--- config.mk ---
export PLATFORM = sky130hd
export DESIGN_NAME = fight_ctrl
export DESIGN_NICKNAME = d
export VERILOG_FILES = /design/src/rtl/fight_pkg.sv /design/src/rtl/attack_seq.sv /design/src/rtl/fight_ctrl.sv
export SDC_FILE = /design/constraint.sdc
export NUM_CORES = 1
export LEC_CHECK = 0
export CORE_MARGIN = 2
export CORE_UTILIZATION = 40
export CTS_BUF_LIST = sky130_fd_sc_hd__clkbuf_4 sky130_fd_sc_hd__clkbuf_8
export DETAILED_ROUTE_END_ITERATION = 10
export SLEW_MARGIN = 20
export SYNTH_ARGS = -nofsm -noshare
export SYNTH_HDL_FRONTEND = slang
export SYNTH_SLANG_ARGS = --single-unit
--- constraint.sdc ---
create_clock -name frame_clk -period 5.9 [get_ports frame_clk]
set_input_delay 1.77 -clock frame_clk [delete_from_list [all_inputs] [get_ports frame_clk]]
set_output_delay 1.77 -clock frame_clk [all_outputs]
set_load 0.05 [all_outputs]
--- src/rtl/fight_pkg.sv ---
// Shared state encodings, default tuning constants and the saturating health subtract.
// Purely combinational helpers; no state lives here.
package fight_pkg;

    typedef enum logic [1:0] {
        GS_START = 2'd0,
        GS_FIGHT = 2'd1,
        GS_KO    = 2'd2
    } game_state_t;

    typedef enum logic [1:0] {
        AS_IDLE    = 2'd0,
        AS_ACTIVE  = 2'd1,
        AS_RECOVER = 2'd2
    } atk_state_t;

    typedef enum logic {
        AK_PUNCH = 1'b0,
        AK_KICK  = 1'b1
    } atk_kind_t;

    localparam int HP_W  = 7;
    localparam int POS_W = 10;

    localparam int HP_MAX_DEF      = 100;
    localparam int PUNCH_DMG_DEF   = 5;
    localparam int KICK_DMG_DEF    = 10;
    localparam int PUNCH_REACH_DEF = 20;
    localparam int KICK_REACH_DEF  = 40;
    localparam int ACTIVE_FR_DEF   = 4;
    localparam int RECOVER_FR_DEF  = 12;
    localparam int KO_HOLD_DEF     = 180;

    function automatic logic [HP_W-1:0] sat_sub(input logic [HP_W-1:0] hp,
                                                 input logic [HP_W-1:0] dmg);
        return (hp > dmg) ? hp - dmg : '0;
    endfunction

endpackage

--- src/rtl/attack_seq.sv ---
// Per-player attack sequencer: IDLE -> ACTIVE (ACTIVE_FR frames) -> RECOVER (RECOVER_FR frames).
// o_eval is high only on the first ACTIVE frame; dropping i_en forces IDLE on the next edge.
module attack_seq
    import fight_pkg::*;
#(
    parameter int ACTIVE_FR  = ACTIVE_FR_DEF,
    parameter int RECOVER_FR = RECOVER_FR_DEF
) (
    input  logic      frame_clk,
    input  logic      Reset,
    input  logic      i_en,
    input  logic      i_punch,
    input  logic      i_kick,
    input  logic      i_block,
    output logic      o_busy,
    output logic      o_eval,
    output atk_kind_t o_kind
);

    localparam int CNT_MAX = (ACTIVE_FR > RECOVER_FR) ? ACTIVE_FR : RECOVER_FR;
    localparam int CNT_W   = $clog2(CNT_MAX + 1);
    localparam logic [CNT_W-1:0] ACT_LOAD = CNT_W'(ACTIVE_FR - 1);
    localparam logic [CNT_W-1:0] REC_LOAD = CNT_W'(RECOVER_FR - 1);

    atk_state_t       r_state;
    atk_state_t       w_state_nxt;
    logic [CNT_W-1:0] r_cnt;
    logic [CNT_W-1:0] w_cnt_nxt;
    atk_kind_t        r_kind;
    atk_kind_t        w_kind_nxt;

    always_ff @(posedge frame_clk) begin
        if (Reset) begin
            r_state <= AS_IDLE;
            r_cnt   <= '0;
            r_kind  <= AK_PUNCH;
        end else begin
            r_state <= w_state_nxt;
            r_cnt   <= w_cnt_nxt;
            r_kind  <= w_kind_nxt;
        end
    end

    always_comb begin
        w_state_nxt = r_state;
        w_cnt_nxt   = r_cnt;
        w_kind_nxt  = r_kind;
        if (!i_en) begin
            w_state_nxt = AS_IDLE;
            w_cnt_nxt   = '0;
        end else begin
            case (r_state)
                AS_IDLE: begin
                    // Kick wins over punch; holding block suppresses any new attack.
                    if (!i_block && (i_kick || i_punch)) begin
                        w_state_nxt = AS_ACTIVE;
                        w_cnt_nxt   = ACT_LOAD;
                        w_kind_nxt  = i_kick ? AK_KICK : AK_PUNCH;
                    end
                end
                AS_ACTIVE: begin
                    if (r_cnt == '0) begin
                        w_state_nxt = AS_RECOVER;
                        w_cnt_nxt   = REC_LOAD;
                    end else begin
                        w_cnt_nxt = r_cnt - 1'b1;
                    end
                end
                AS_RECOVER: begin
                    if (r_cnt == '0) begin
                        w_state_nxt = AS_IDLE;
                    end else begin
                        w_cnt_nxt = r_cnt - 1'b1;
                    end
                end
                default: begin
                    w_state_nxt = AS_IDLE;
                    w_cnt_nxt   = '0;
                end
            endcase
        end
    end

    assign o_busy = (r_state != AS_IDLE);
    assign o_eval = (r_state == AS_ACTIVE) && (r_cnt == ACT_LOAD);
    assign o_kind = r_kind;

endmodule

--- src/rtl/fight_ctrl.sv ---
// Round controller: START/FIGHT/KO game FSM, two attack sequencers and hit/damage arbitration.
// Hits are judged on an attacker's first ACTIVE frame; hp and hit pulses update on the following edge.
module fight_ctrl
    import fight_pkg::*;
#(
    parameter int HP_MAX      = HP_MAX_DEF,
    parameter int PUNCH_DMG   = PUNCH_DMG_DEF,
    parameter int KICK_DMG    = KICK_DMG_DEF,
    parameter int PUNCH_REACH = PUNCH_REACH_DEF,
    parameter int KICK_REACH  = KICK_REACH_DEF,
    parameter int ACTIVE_FR   = ACTIVE_FR_DEF,
    parameter int RECOVER_FR  = RECOVER_FR_DEF,
    parameter int KO_HOLD     = KO_HOLD_DEF
) (
    input  logic             frame_clk,
    input  logic             Reset,
    input  logic             start_key,
    input  logic             punch1,
    input  logic             kick1,
    input  logic             block1,
    input  logic             punch2,
    input  logic             kick2,
    input  logic             block2,
    input  logic [POS_W-1:0] p1_right_edge,
    input  logic [POS_W-1:0] p2_left_edge,
    output logic             startscreen,
    output logic             deathL,
    output logic             deathR,
    output logic [HP_W-1:0]  hp1,
    output logic [HP_W-1:0]  hp2,
    output logic             atk1_busy,
    output logic             atk2_busy,
    output logic             hit1,
    output logic             hit2
);

    localparam int KO_W = $clog2(KO_HOLD + 1);
    localparam logic [KO_W-1:0]  KO_LOAD  = KO_W'(KO_HOLD - 1);
    localparam logic [HP_W-1:0]  HP_INIT  = HP_W'(HP_MAX);
    localparam logic [HP_W-1:0]  P_DMG    = HP_W'(PUNCH_DMG);
    localparam logic [HP_W-1:0]  K_DMG    = HP_W'(KICK_DMG);
    localparam logic [POS_W-1:0] P_REACH  = POS_W'(PUNCH_REACH);
    localparam logic [POS_W-1:0] K_REACH  = POS_W'(KICK_REACH);

    game_state_t     r_state;
    game_state_t     w_state_nxt;
    logic [KO_W-1:0] r_ko_cnt;
    logic [KO_W-1:0] w_ko_nxt;
    logic [HP_W-1:0] r_hp1;
    logic [HP_W-1:0] r_hp2;
    logic [HP_W-1:0] w_hp1_nxt;
    logic [HP_W-1:0] w_hp2_nxt;
    logic            r_hit1;
    logic            r_hit2;
    logic            w_hit1_nxt;
    logic            w_hit2_nxt;
    logic            r_key_d;

    logic            w_fight;
    logic            w_eval1;
    logic            w_eval2;
    atk_kind_t       w_kind1;
    atk_kind_t       w_kind2;
    logic [POS_W-1:0] w_gap;
    logic [POS_W-1:0] w_reach1;
    logic [POS_W-1:0] w_reach2;
    logic [HP_W-1:0] w_base1;
    logic [HP_W-1:0] w_base2;
    logic [HP_W-1:0] w_dmg_to2;
    logic [HP_W-1:0] w_dmg_to1;
    logic            w_land_on2;
    logic            w_land_on1;

    assign w_fight = (r_state == GS_FIGHT);

    attack_seq #(
        .ACTIVE_FR  (ACTIVE_FR),
        .RECOVER_FR (RECOVER_FR)
    ) u_seq1 (
        .frame_clk (frame_clk),
        .Reset     (Reset),
        .i_en      (w_fight),
        .i_punch   (punch1),
        .i_kick    (kick1),
        .i_block   (block1),
        .o_busy    (atk1_busy),
        .o_eval    (w_eval1),
        .o_kind    (w_kind1)
    );

    attack_seq #(
        .ACTIVE_FR  (ACTIVE_FR),
        .RECOVER_FR (RECOVER_FR)
    ) u_seq2 (
        .frame_clk (frame_clk),
        .Reset     (Reset),
        .i_en      (w_fight),
        .i_punch   (punch2),
        .i_kick    (kick2),
        .i_block   (block2),
        .o_busy    (atk2_busy),
        .o_eval    (w_eval2),
        .o_kind    (w_kind2)
    );

    // Overlapping fighters count as zero distance rather than wrapping.
    assign w_gap = (p2_left_edge <= p1_right_edge) ? '0 : (p2_left_edge - p1_right_edge);

    assign w_reach1 = (w_kind1 == AK_KICK) ? K_REACH : P_REACH;
    assign w_reach2 = (w_kind2 == AK_KICK) ? K_REACH : P_REACH;
    assign w_base1  = (w_kind1 == AK_KICK) ? K_DMG : P_DMG;
    assign w_base2  = (w_kind2 == AK_KICK) ? K_DMG : P_DMG;

    assign w_dmg_to2 = block2 ? (w_base1 >> 2) : w_base1;
    assign w_dmg_to1 = block1 ? (w_base2 >> 2) : w_base2;

    assign w_land_on2 = w_eval1 && (w_gap <= w_reach1);
    assign w_land_on1 = w_eval2 && (w_gap <= w_reach2);

    always_ff @(posedge frame_clk) begin
        if (Reset) begin
            r_state  <= GS_START;
            r_ko_cnt <= '0;
            r_hp1    <= HP_INIT;
            r_hp2    <= HP_INIT;
            r_hit1   <= 1'b0;
            r_hit2   <= 1'b0;
            r_key_d  <= 1'b1;
        end else begin
            r_state  <= w_state_nxt;
            r_ko_cnt <= w_ko_nxt;
            r_hp1    <= w_hp1_nxt;
            r_hp2    <= w_hp2_nxt;
            r_hit1   <= w_hit1_nxt;
            r_hit2   <= w_hit2_nxt;
            r_key_d  <= start_key;
        end
    end

    always_comb begin
        w_state_nxt = r_state;
        w_ko_nxt    = r_ko_cnt;
        w_hp1_nxt   = r_hp1;
        w_hp2_nxt   = r_hp2;
        w_hit1_nxt  = 1'b0;
        w_hit2_nxt  = 1'b0;
        case (r_state)
            GS_START: begin
                // Key held high across a KO must be released before a new round.
                if (start_key && !r_key_d) begin
                    w_state_nxt = GS_FIGHT;
                    w_hp1_nxt   = HP_INIT;
                    w_hp2_nxt   = HP_INIT;
                end
            end
            GS_FIGHT: begin
                if (w_land_on2) begin
                    w_hp2_nxt  = sat_sub(r_hp2, w_dmg_to2);
                    w_hit2_nxt = 1'b1;
                end
                if (w_land_on1) begin
                    w_hp1_nxt  = sat_sub(r_hp1, w_dmg_to1);
                    w_hit1_nxt = 1'b1;
                end
                if ((r_hp1 == '0) || (r_hp2 == '0)) begin
                    w_state_nxt = GS_KO;
                    w_ko_nxt    = KO_LOAD;
                end
            end
            GS_KO: begin
                if (r_ko_cnt == '0) begin
                    w_state_nxt = GS_START;
                end else begin
                    w_ko_nxt = r_ko_cnt - 1'b1;
                end
            end
            default: begin
                w_state_nxt = GS_START;
                w_ko_nxt    = '0;
            end
        endcase
    end

    assign startscreen = (r_state == GS_START);
    assign deathL      = (r_hp1 == '0);
    assign deathR      = (r_hp2 == '0);
    assign hp1         = r_hp1;
    assign hp2         = r_hp2;
    assign hit1        = r_hit1;
    assign hit2        = r_hit2;

endmodule

Word level (Yosys, flattened, before mapping)
Cells that the tools add are included.
{ "word_totals": {"elab_cells": 124, "output_inout_bits": 21, "ff_bits": 41, "input_bits": 29} }
{ "classes": {"order_cmp": 5, "n_eq_ne": 22, "addsub": 6, "n_mux": 41, "n_bitwise": 2, "reduce_logical": 35} }
{ "op_table": {"columns": ["operator", "count"], "rows": [
  ["4-bit 2-to-1 mux", 10],
  ["7-bit 2-to-1 mux", 5],
  ["7-bit case mux with 2 select lines", 2],
  ["4-bit case mux with 3 select lines", 2],
  ["8-bit case mux with 3 select lines", 1],
  ["3-bit AND reduction", 8],
  ["10-bit by 6-bit <= comparator with 1-bit output", 2],
  ["2-bit 2-to-1 mux", 9],
  ["2-bit case mux with 3 select lines", 3],
  ["8-bit 2-to-1 mux", 2],
  ["7-bit by 4-bit > comparator with 1-bit output", 2],
  ["7-bit logical NOT", 2],
  ["2-bit by 1-bit != test with 1-bit output (second input constant)", 7],
  ["2-bit != test (second input constant)", 7],
  ["7-bit by 4-bit subtractor with 7-bit output", 2],
  ["6-bit 2-to-1 mux", 2],
  ["10-bit <= comparator", 1],
  ["10-bit 2-to-1 mux", 1],
  ["10-bit subtractor", 1],
  ["4-bit by 2-bit == test with 1-bit output (second input constant)", 2],
  ["4-bit logical NOT", 2],
  ["8-bit logical NOT", 1],
  ["4-bit by 1-bit subtractor with 4-bit output (second input constant)", 2],
  ["8-bit by 1-bit subtractor with 8-bit output (second input constant)", 1],
  ["11 further kinds", 34]
]} }

Logic depth before layout (Yosys ltp)
Gate-level depths: netlist of run 1.
{ "depth": {"depth_word": 6, "mapped_depth": 16, "ltp_nobuf": 16} }

By module
A second synthesis of run 1 with hierarchy kept.
{ "unflattened": {"hier_cells": 430, "area_unflattened_um2": 3399.5} }
{ "modules_own_cells": {"columns": ["mod", "area_per_inst_um2", "instances", "seq_area_each_um2", "cells_per_inst"], "rows": [
  ["fight_ctrl", 2491.1, 1, 540.5, 322],
  ["attack_seq", 454.2, 2, 140.1, 54]
]} }

Worst setup path after synthesis of run 1
Ideal clock, no wire load.
{ "synth_path": {"path_kind": "in2reg", "startpoint": "in p2_left_edge[0]", "endpoint": "reg r_hp2[0], in the netlist hp2[0]", "t_required_ns": 5.824, "path_stages": 15, "setup_slack_ns": 0.721, "n_path_buf": 0, "arrival_time_ns": 5.103, "path_cell_list": "inv_1 > ha_1 > fa_1 > and2b_4 > o2111ai_4 > a21o_1 > a21o_1 > a211oi_1 > ha_1 > a21o_1 > maj3_1 > a21oi_1 > o31ai_2 > or4_4 > o22ai_1"} }
{ "synth_via": {"elab_chain_cells": 6, "elab_cells_between_ends": 7, "cone_classes": "add/sub (1); order compare (2); eq/ne (1); mux (1); reduce/logical (2)"} }
{ "synth_rtl": {"columns": ["item", "line_no", "text"], "rows": [
  ["start: declaration", "fight_ctrl.sv:25", "input logic [POS_W-1:0] p2_left_edge,"],
  ["10-bit subtractor or 10-bit <= comparator (tied branches)", "fight_ctrl.sv:107", "assign w_gap = (p2_left_edge <= p1_right_edge) ? '0 : (p2_left_edge - p1_right_edge);"],
  ["10-bit 2-to-1 mux (*)", "fight_ctrl.sv:107", null],
  ["10-bit by 6-bit <= comparator with 1-bit output (*)", "fight_ctrl.sv:117", "assign w_land_on2 = w_eval1 && (w_gap <= w_reach1);"],
  ["1-bit logical AND (*)", "fight_ctrl.sv:117", null],
  ["2-bit != test (no source line) (*)", null, null],
  ["3-bit AND reduction (no source line) (*)", null, null],
  ["end signal: assignment", "fight_ctrl.sv:133", "r_hp2 <= w_hp2_nxt;"],
  ["end: declaration", "fight_ctrl.sv:50", "logic [HP_W-1:0] r_hp2;"]
]} }
Every way passes the cells marked *; elsewhere a longest branch is shown, timed or not.
A chain may end at the register's enable or synchronous reset.

Worst setup path in the final report of run 1
{ "layout_path": {"startpoint": "in p2_left_edge[0]", "endpoint": "reg r_hp1[5], in the netlist hp1[5]"} }
{ "layout_via": {"elab_chain_cells": 6, "elab_cells_between_ends": 7, "cone_classes": "add/sub (1); order compare (2); eq/ne (1); mux (1); reduce/logical (2)"} }
{ "layout_rtl": {"columns": ["item", "line_no", "text"], "rows": [
  ["10-bit subtractor or 10-bit <= comparator (tied branches)", "fight_ctrl.sv:107", null],
  ["10-bit 2-to-1 mux (*)", "fight_ctrl.sv:107", null],
  ["10-bit by 6-bit <= comparator with 1-bit output (*)", "fight_ctrl.sv:118", "assign w_land_on1 = w_eval2 && (w_gap <= w_reach2);"],
  ["1-bit logical AND (*)", "fight_ctrl.sv:118", null],
  ["2-bit != test (no source line) (*)", null, null],
  ["3-bit AND reduction (no source line) (*)", null, null],
  ["end signal: assignment", "fight_ctrl.sv:132", "r_hp1 <= w_hp1_nxt;"],
  ["end: declaration", "fight_ctrl.sv:49", "logic [HP_W-1:0] r_hp1;"]
]} }
Marked as above.

==> results of run 1 <==
## cell usage after synthesis (all sizes together), types with 2 or more instances
cell and instances:
nor2 52, inv 44, dfxtp 41, nand2 38, ha 34, a21oi 29, o21ai 23, a21o 14
nand3 14, nor3 11, nor4 8, xor2 8, a31oi 7, o21a 7, or2 7, clkbuf 6
nand2b 6, nor2b 6, o22ai 6, o31ai 6, nand4 5, a211o 4, a211oi 4, mux2i 4
o2111ai 4, xnor2 4, a32oi 3, fa 3, or3 3, or4 3, a21boi 2, and2b 2
maj3 2, nand3b 2, nor3b 2, o21bai 2, o31a 2
## metal layers
layer / vias to the layer above / part of all wire / global-route usage
li1: 1666 / - / -
met1: 1449 / 0.49 / 0.262
met2: 48 / 0.47 / 0.323
met3: 7 / 0.027 / 0.0269
met4: 0 / 0.0080 / 0.0357
met5: - / 0 / 0
## worst max-delay path by stage
stage                               start                  end  slack (ns)  cells after the start
after floorplan           p2_left_edge[0]  hp2[0]$_SDFFE_PP0P_        0.72                     15
after global placement    p2_left_edge[0]  hp1[3]$_SDFFE_PP0P_        0.14                     16
after detailed placement  p2_left_edge[0]  hp1[3]$_SDFFE_PP0P_       -0.01                     16
after CTS                 p2_left_edge[0]  hp1[5]$_SDFFE_PP1P_        0.28                     16
after global routing      p2_left_edge[0]  hp1[5]$_SDFFE_PP1P_        0.05                     16
final                     p2_left_edge[0]  hp1[5]$_SDFFE_PP1P_        0.29                     16
## state kept, by name, indices dropped and copies added, names as in the netlist
signal,count
hp1,7
r_key_d,1
hit1,1
u_seq2.o_kind,1
hit2,1
u_seq2.r_cnt,4
u_seq1.r_state,2
u_seq2.r_state,2
r_state,2
u_seq1.r_cnt,4
u_seq1.o_kind,1
hp2,7
r_ko_cnt,8
## through the flow
step	worst slack, ns	cell area, µm²
floorplan	0.721	3350
global placement	0.141	3970
detailed placement	-0.0118	3970
CTS	0.281	4060
global route	0.0516	4060
finish	0.292	4060
## kinds of logic (layout without fill, tap and decap cells)
logic type | after synthesis | count (layout) | synth area share
compound gates | 124 | 124 | 0.258
xor+xnor | 12 | 12 | 0.0314
mux | 5 | 5 | 0.0153
simple gates | 162 | 162 | 0.242
flops | 41 | 41 | 0.245
fa+ha+maj | 39 | 39 | 0.151
buf+inv | 51 | 104 | 0.0575
## cell usage in the layout (no fill, tap or decap), types with 3 or more instances in the layout
master	count
a211o_1	4
a211oi_1	4
a21o_1	14
a21oi_1	28
a31oi_1	7
a32oi_1	3
buf_4	4
clkbuf_8	6
clkdlybuf4s50_1	49
dfxtp_1	41
fa_1	3
ha_1	34
inv_1	44
mux2i_1	4
nand2_1	38
nand2b_1	6
nand3_1	14
nand4_1	5
nor2_1	52
nor2b_1	6
nor3_1	10
nor4_1	6
o2111ai_1	3
o21a_1	7
o21ai_0	21
o22ai_1	6
o31ai_1	4
or2_2	5
or3_1	3
xnor2_1	4
xor2_1	8
## cell type report
| class | instances | share of cell area |
|---|---|---|
| Multi-Input combinational cell | 342 | 0.575 |
| Sequential cell | 41 | 0.202 |
| Timing Repair Buffer | 53 | 0.128 |
| Inverter | 44 | 0.0407 |
| Tap cell | 105 | 0.0323 |
| Clock buffer | 6 | 0.0203 |
| Clock inverter | 1 | 0.00185 |
## worst register-to-register path, cell delays in order, from the launching register on
cell and delay [ns]:
dfxtp_1 0.47, inv_1 0.21, ha_1 0.33, a21o_1 0.18, a21o_1 0.20, a211oi_1 0.40, nor2_1 0.09, nor3_1 0.41
nor2_1 0.09, or3_1 0.31, o21a_1 0.11
## report_power, final
group / leakage, nW / switching, mW / internal (mW)
clock network: 0.0433 / 0.0992 / 0.0926
logic: 1.23 / 0.358 / 0.228
registers: 0.332 / 0.0337 / 0.306
total: 1.61 / 0.491 / 0.626
==> run summary, run 1 <==
Worst Skew = 0.00759 ns
Number of synthesized flops with an enable pin = 0
CP arrival = 5.79 ns
Sequence of cells on the critical path = clkdlybuf4s50_1, inv_1, ha_1, fa_1, and2b_4, o2111ai_4, a21o_1, a21o_1, a211oi_1, ha_1, a21o_1, maj3_1, a21oi_1, o31ai_4, o31a_1, a211o_1
Synth top area cells = dfxtp_1 (25%), ha_1 (13%), nor2_1 (5.8%)
HP Class = reg2reg
Sum Neg Setup Slack = 0 ns
Nets = 553
Crit path max-delay family = compound AO/OA/AOI/OAI gates
Layout cell share with drive strength beyond 1 = 0.0575
Vias/cell = 5.35
Register area = 821 µm²
Gr usage total = 0.191
Maxcap violations = 0
Antenna Cells = 0
RSZ-0062 raised after global routing = false
Register area share after synthesis = 0.245
CP bufs+invs = 2
Post-route antenna net violation count = 0
Startpoint Class = input pin
Post-CTS setup buffer count = 0
Total Die Area = 9120 µm²
Initial antenna violation count = 0
Final Power = 1.12 mW
Crit Path Category = in2reg
Core ar. = 8180 µm²
Routed WL per cell = 13.7 µm
Worst Max-Slew Pin Slew = 0.700 ns
Synth Warn # = 0
Die height = 95.5 µm
Leading area contributor after synthesis = dfxtp_1
Gpl congestion = 0.852
Multi-input gate area = 2330 µm²
Area Overhead vs Synth = 21.3%
Largest stage delay, worst path = 0.46 ns
Post-synth top area share = 0.245
Final period util = 0.951
Vias in the first global route = 3044
Crit. End Element = flop
Ports = 50
Crit path max fanout = 8
Congestion Overflow GR = 0
FILL cells = 836
CTS buffer count = 5
DRT Pass-1 Iters = 4
Hold Path End = u_seq2.r_cnt[1]$_SDFFE_PP0P_
Post-Synthesis Cells = 434
Cell Count, Final, Fillers Out = 592
Bufs on Longest Clock Path = 2
Relative slew margins = 0.533
Final WL = 8120 µm
Detailed Route Iter0 Violations = 123
Worst path required time = 6.08 ns
Critical R2R Launch = u_seq1.o_kind$_SDFFE_PP0P_
Max rail drop VDD = 0.218 mV
Later-pin clock latency in the skew report = 0.29 ns
Ys async rst share = 0
CTS Root Cell = clkbuf_8
Yosys reg bits = 41
Endpoints failing hold = 0
Final number of setup-violating endpoints = 0
Die W = 95.5 µm
First-pass GRT wire length = 14100 µm
Fmax = 178 MHz
Worst r2r path cells = 10
Port buffer count = 49
Crit-path most repeated cell = a21o_1
Syn Area/Cell = 7.71 µm²
Cts repair resizes = 0
DR vias = 3170
Post-layout min period = 5.61 ns
CTS tree = yes
Syn Nets = 500
Starting Density = 0.410
CTS H-Tree Depth = 2
Post-synthesis instance area = 3350 µm²
Final HPWL DP = 6410 µm
Placed cells = 585
Pins Over Slew Limit = 0
DRC violations left = 0
CP max-delay cell = clkdlybuf4s50_1
Status = completed
Netlist cell types = 65
Worst hold path stage count = 2
Largest net degree at the start of global routing = 19
Most used DFF post-synth = dfxtp_1
Clock sink count = 41
Final Util = 0.497
Reg-to-Reg End = hp2[2]$_SDFFE_PP1P_
Reg clk slew, reported paths = 0.08 ns
Leakage power = 1.61 nW
Hold Startpoint = u_seq2.r_cnt[1]$_SDFFE_PP0P_
Pwr Density = 275 nW/µm²
CTS Hold Bufs = 0
Final hold slack = 0.494 ns
Rows = 33
R2R setup slack = 3.00 ns
No activity file was read; power rests on OpenSTA's default activity.
==> run 2, diff against run 1 <==
GPL_TIMING_DRIVEN = 0   (was unset)
clock period = 6.2 ns   (was 5.9 ns; I/O delays follow)
==> run summary, run 2 (synthesized netlist as in run 1, its figures left out) <==
Sequence of cells on the critical path = clkdlybuf4s50_1, inv_1, ha_1, fa_1, and2b_4, o2111ai_4, a21o_1, a21o_1, a211oi_1, ha_1, a21o_1, maj3_1, a21oi_1, o31ai_2, or4_4, o22ai_1
Number of flip-flops in the largest register = 8 (unchanged)
Congestion Overflow GR = 0 (unchanged)
Final WL = 8070 µm (-0.59%)
Maxcap violations = 0 (unchanged)
Die W = 95.5 µm (unchanged)
CP max-delay cell = or4_4
Most common cell after layout, fill and taps aside = nor2_1
Vias/cell = 5.43 (+1.3%)
Design area = 4090 µm² (+0.55%)
CTS Hold Bufs = 0 (unchanged)
DP Area = 3970 µm² (about the same)
Crit Path Category = in2reg
Startpoint Class = input pin
Clk pwr share = 0.206 (+0.034)
Vias in the first global route = 2968 (-2.5%)
Crit-path most repeated cell = a21o_1
CTS H-Tree Depth = 2 (unchanged)
DRT Pass-1 Iters = 4 (unchanged)
Total Die Area = 9120 µm² (unchanged)
Fmax = 174 MHz
Max rail drop VDD = 0.193 mV (-11%)
Endpoints failing hold = 0 (unchanged)
Rows = 33 (unchanged)
Starting Density = 0.410 (unchanged)
Ports = 50 (unchanged)
Internal Power = 0.631 mW (+0.72%)
Hold Startpoint = u_seq2.r_cnt[1]$_SDFFE_PP0P_
Crit path max fanout = 9 (+1)
Detailed Route Iter0 Violations = 118 (-4.1%)
Leakage power = 1.62 nW (+0.48%)
CTS buffer count = 5 (unchanged)
CTS tree = yes
Worst Skew = 0.00810 ns (+0.000502 ns)
Worst path required time = 6.43 ns (+0.35 ns)
Relative slew margins = 0.544 (+0.0104)
Commonest non-fill, non-tap cells in the layout = nor2_1 (52), clkdlybuf4s50_1 (49), inv_1 (44)
Final number of setup-violating endpoints = 0 (unchanged)
Register area = 821 µm² (unchanged)
Cts repair resizes = 0 (unchanged)
First-pass GRT wire length = 13500 µm (-4.3%)
Pwr Density = 272 nW/µm² (-1.2%)
Crit. End Element = flop
Initial antenna violation count = 0 (unchanged)
RSZ-0062 raised after global routing = false
Port buffer count = 49 (unchanged)
Post-CTS setup buffer count = 0 (unchanged)
Post-layout min period = 5.75 ns
Multi-input gate area = 2330 µm² (unchanged)
Combinational cell fraction of total power = 0.506 (-0.018)
Largest net degree at the start of global routing = 14 (-5)
Antenna Cells = 0 (unchanged)
FILL cells = 824 (-1.4%)
Psw = 0.480 mW (-2.3%)
Seq pwr share = 0.289 (-0.015)
DR vias = 3234 (+2.0%)
Gr usage total = 0.184 (-0.00701)
Routed WL per cell = 13.5 µm (-1.3%)
Post-route antenna net violation count = 0 (unchanged)
Gpl congestion = 0.876 (+2.7%)
Layout cell share with drive strength beyond 1 = 0.0530 (-0.00454)
Area Overhead vs Synth = 22.0%
Biggest register = r_ko_cnt
Status = completed
Die height = 95.5 µm (unchanged)
Critical Path Source = p2_left_edge[0]
Clock sink count = 41 (unchanged)
CP bufs+invs = 2 (unchanged)
CP arrival = 5.98 ns (+0.19 ns)
Pins Over Slew Limit = 0 (unchanged)
Critical R2R Launch = r_state[1]$_SDFFE_PP0P_
HP Class = reg2reg
Sum Neg Setup Slack = 0 ns (unchanged)
Sw Ratio = 0.432 (-0.00756)
Reg clk slew, reported paths = 0.09 ns (about the same)
Nets = 556 (+0.54%)
Core ar. = 8180 µm² (unchanged)
Later-pin clock latency in the skew report = 0.30 ns (about the same)
Final Util = 0.500 (+0.00276)
Crit path max-delay family = compound AO/OA/AOI/OAI gates
Bufs on Longest Clock Path = 2 (unchanged)
CTS Root Cell = clkbuf_8
Worst Max-Slew Pin Slew = 0.685 ns (-0.0156 ns)
Final period util = 0.928
Largest stage delay, worst path = 0.54 ns (+0.08 ns)
Final HPWL DP = 6290 µm (-1.8%)
DRC violations left = 0 (unchanged)
-- run 2: worst min-delay path: cells and delay by family, from the launching register on --
kind / cells / cell delay (ns)
AOI/OAI and AO/OA: 1 / 0.05
and+or+nand+nor: 1 / 0.06
DFF: 1 / 0.35
-- run 2: per-layer routing --
layer	wire length, µm	GRT usage	vias to the layer above
li1	-	-	1678
met1	3950	0.246	1498
met2	3770	0.312	52
met3	277	0.0324	6
met4	69	0.0369	0
met5	0	0	-
-- run 2: cell type report --
type / instances / area share
clock inverters: 2 / 0.00949
plain buffers: 7 / 0.00674
clock buffers: 6 / 0.0187
flip-flops and latches: 41 / 0.201
multi-input cells: 342 / 0.572
repair buffers: 49 / 0.120
well taps: 105 / 0.0322
inverters: 44 / 0.0404
-- run 2: final timing paths --
| kind | cells past startpoint | slack (ns) | end |
|---|---|---|---|
| max reg2reg | 10 | 2.94 | hp1[3]$_SDFFE_PP0P_ |
| max | 16 | 0.45 | hp2[0]$_SDFFE_PP0P_ |
| min reg2reg | 2 | 0.50 | u_seq2.r_cnt[1]$_SDFFE_PP0P_ |
| min | 2 | 0.50 | u_seq2.r_cnt[1]$_SDFFE_PP0P_ |
-- run 2: through the flow --
step	power (mW)	hold slack, ns	worst slack [ns]	std cells
after CTS	1.12	0.502	0.426	596
after floorplan	0.746	0.462	0.931	434
after global placement	0.877	0.481	0.106	588
final	1.11	0.503	0.447	596
after detailed placement	0.885	0.492	0.120	588
after global routing	1.20	0.536	0.227	596
-- run 2: power groups by stage --
stage,Combinational (mW),Sequential [mW],Clock [mW]
floorplan,0.419,0.328,0
global placement,0.551,0.326,0
detailed placement,0.558,0.327,0
CTS,0.563,0.320,0.236
global route,0.632,0.324,0.247
finish,0.562,0.321,0.229
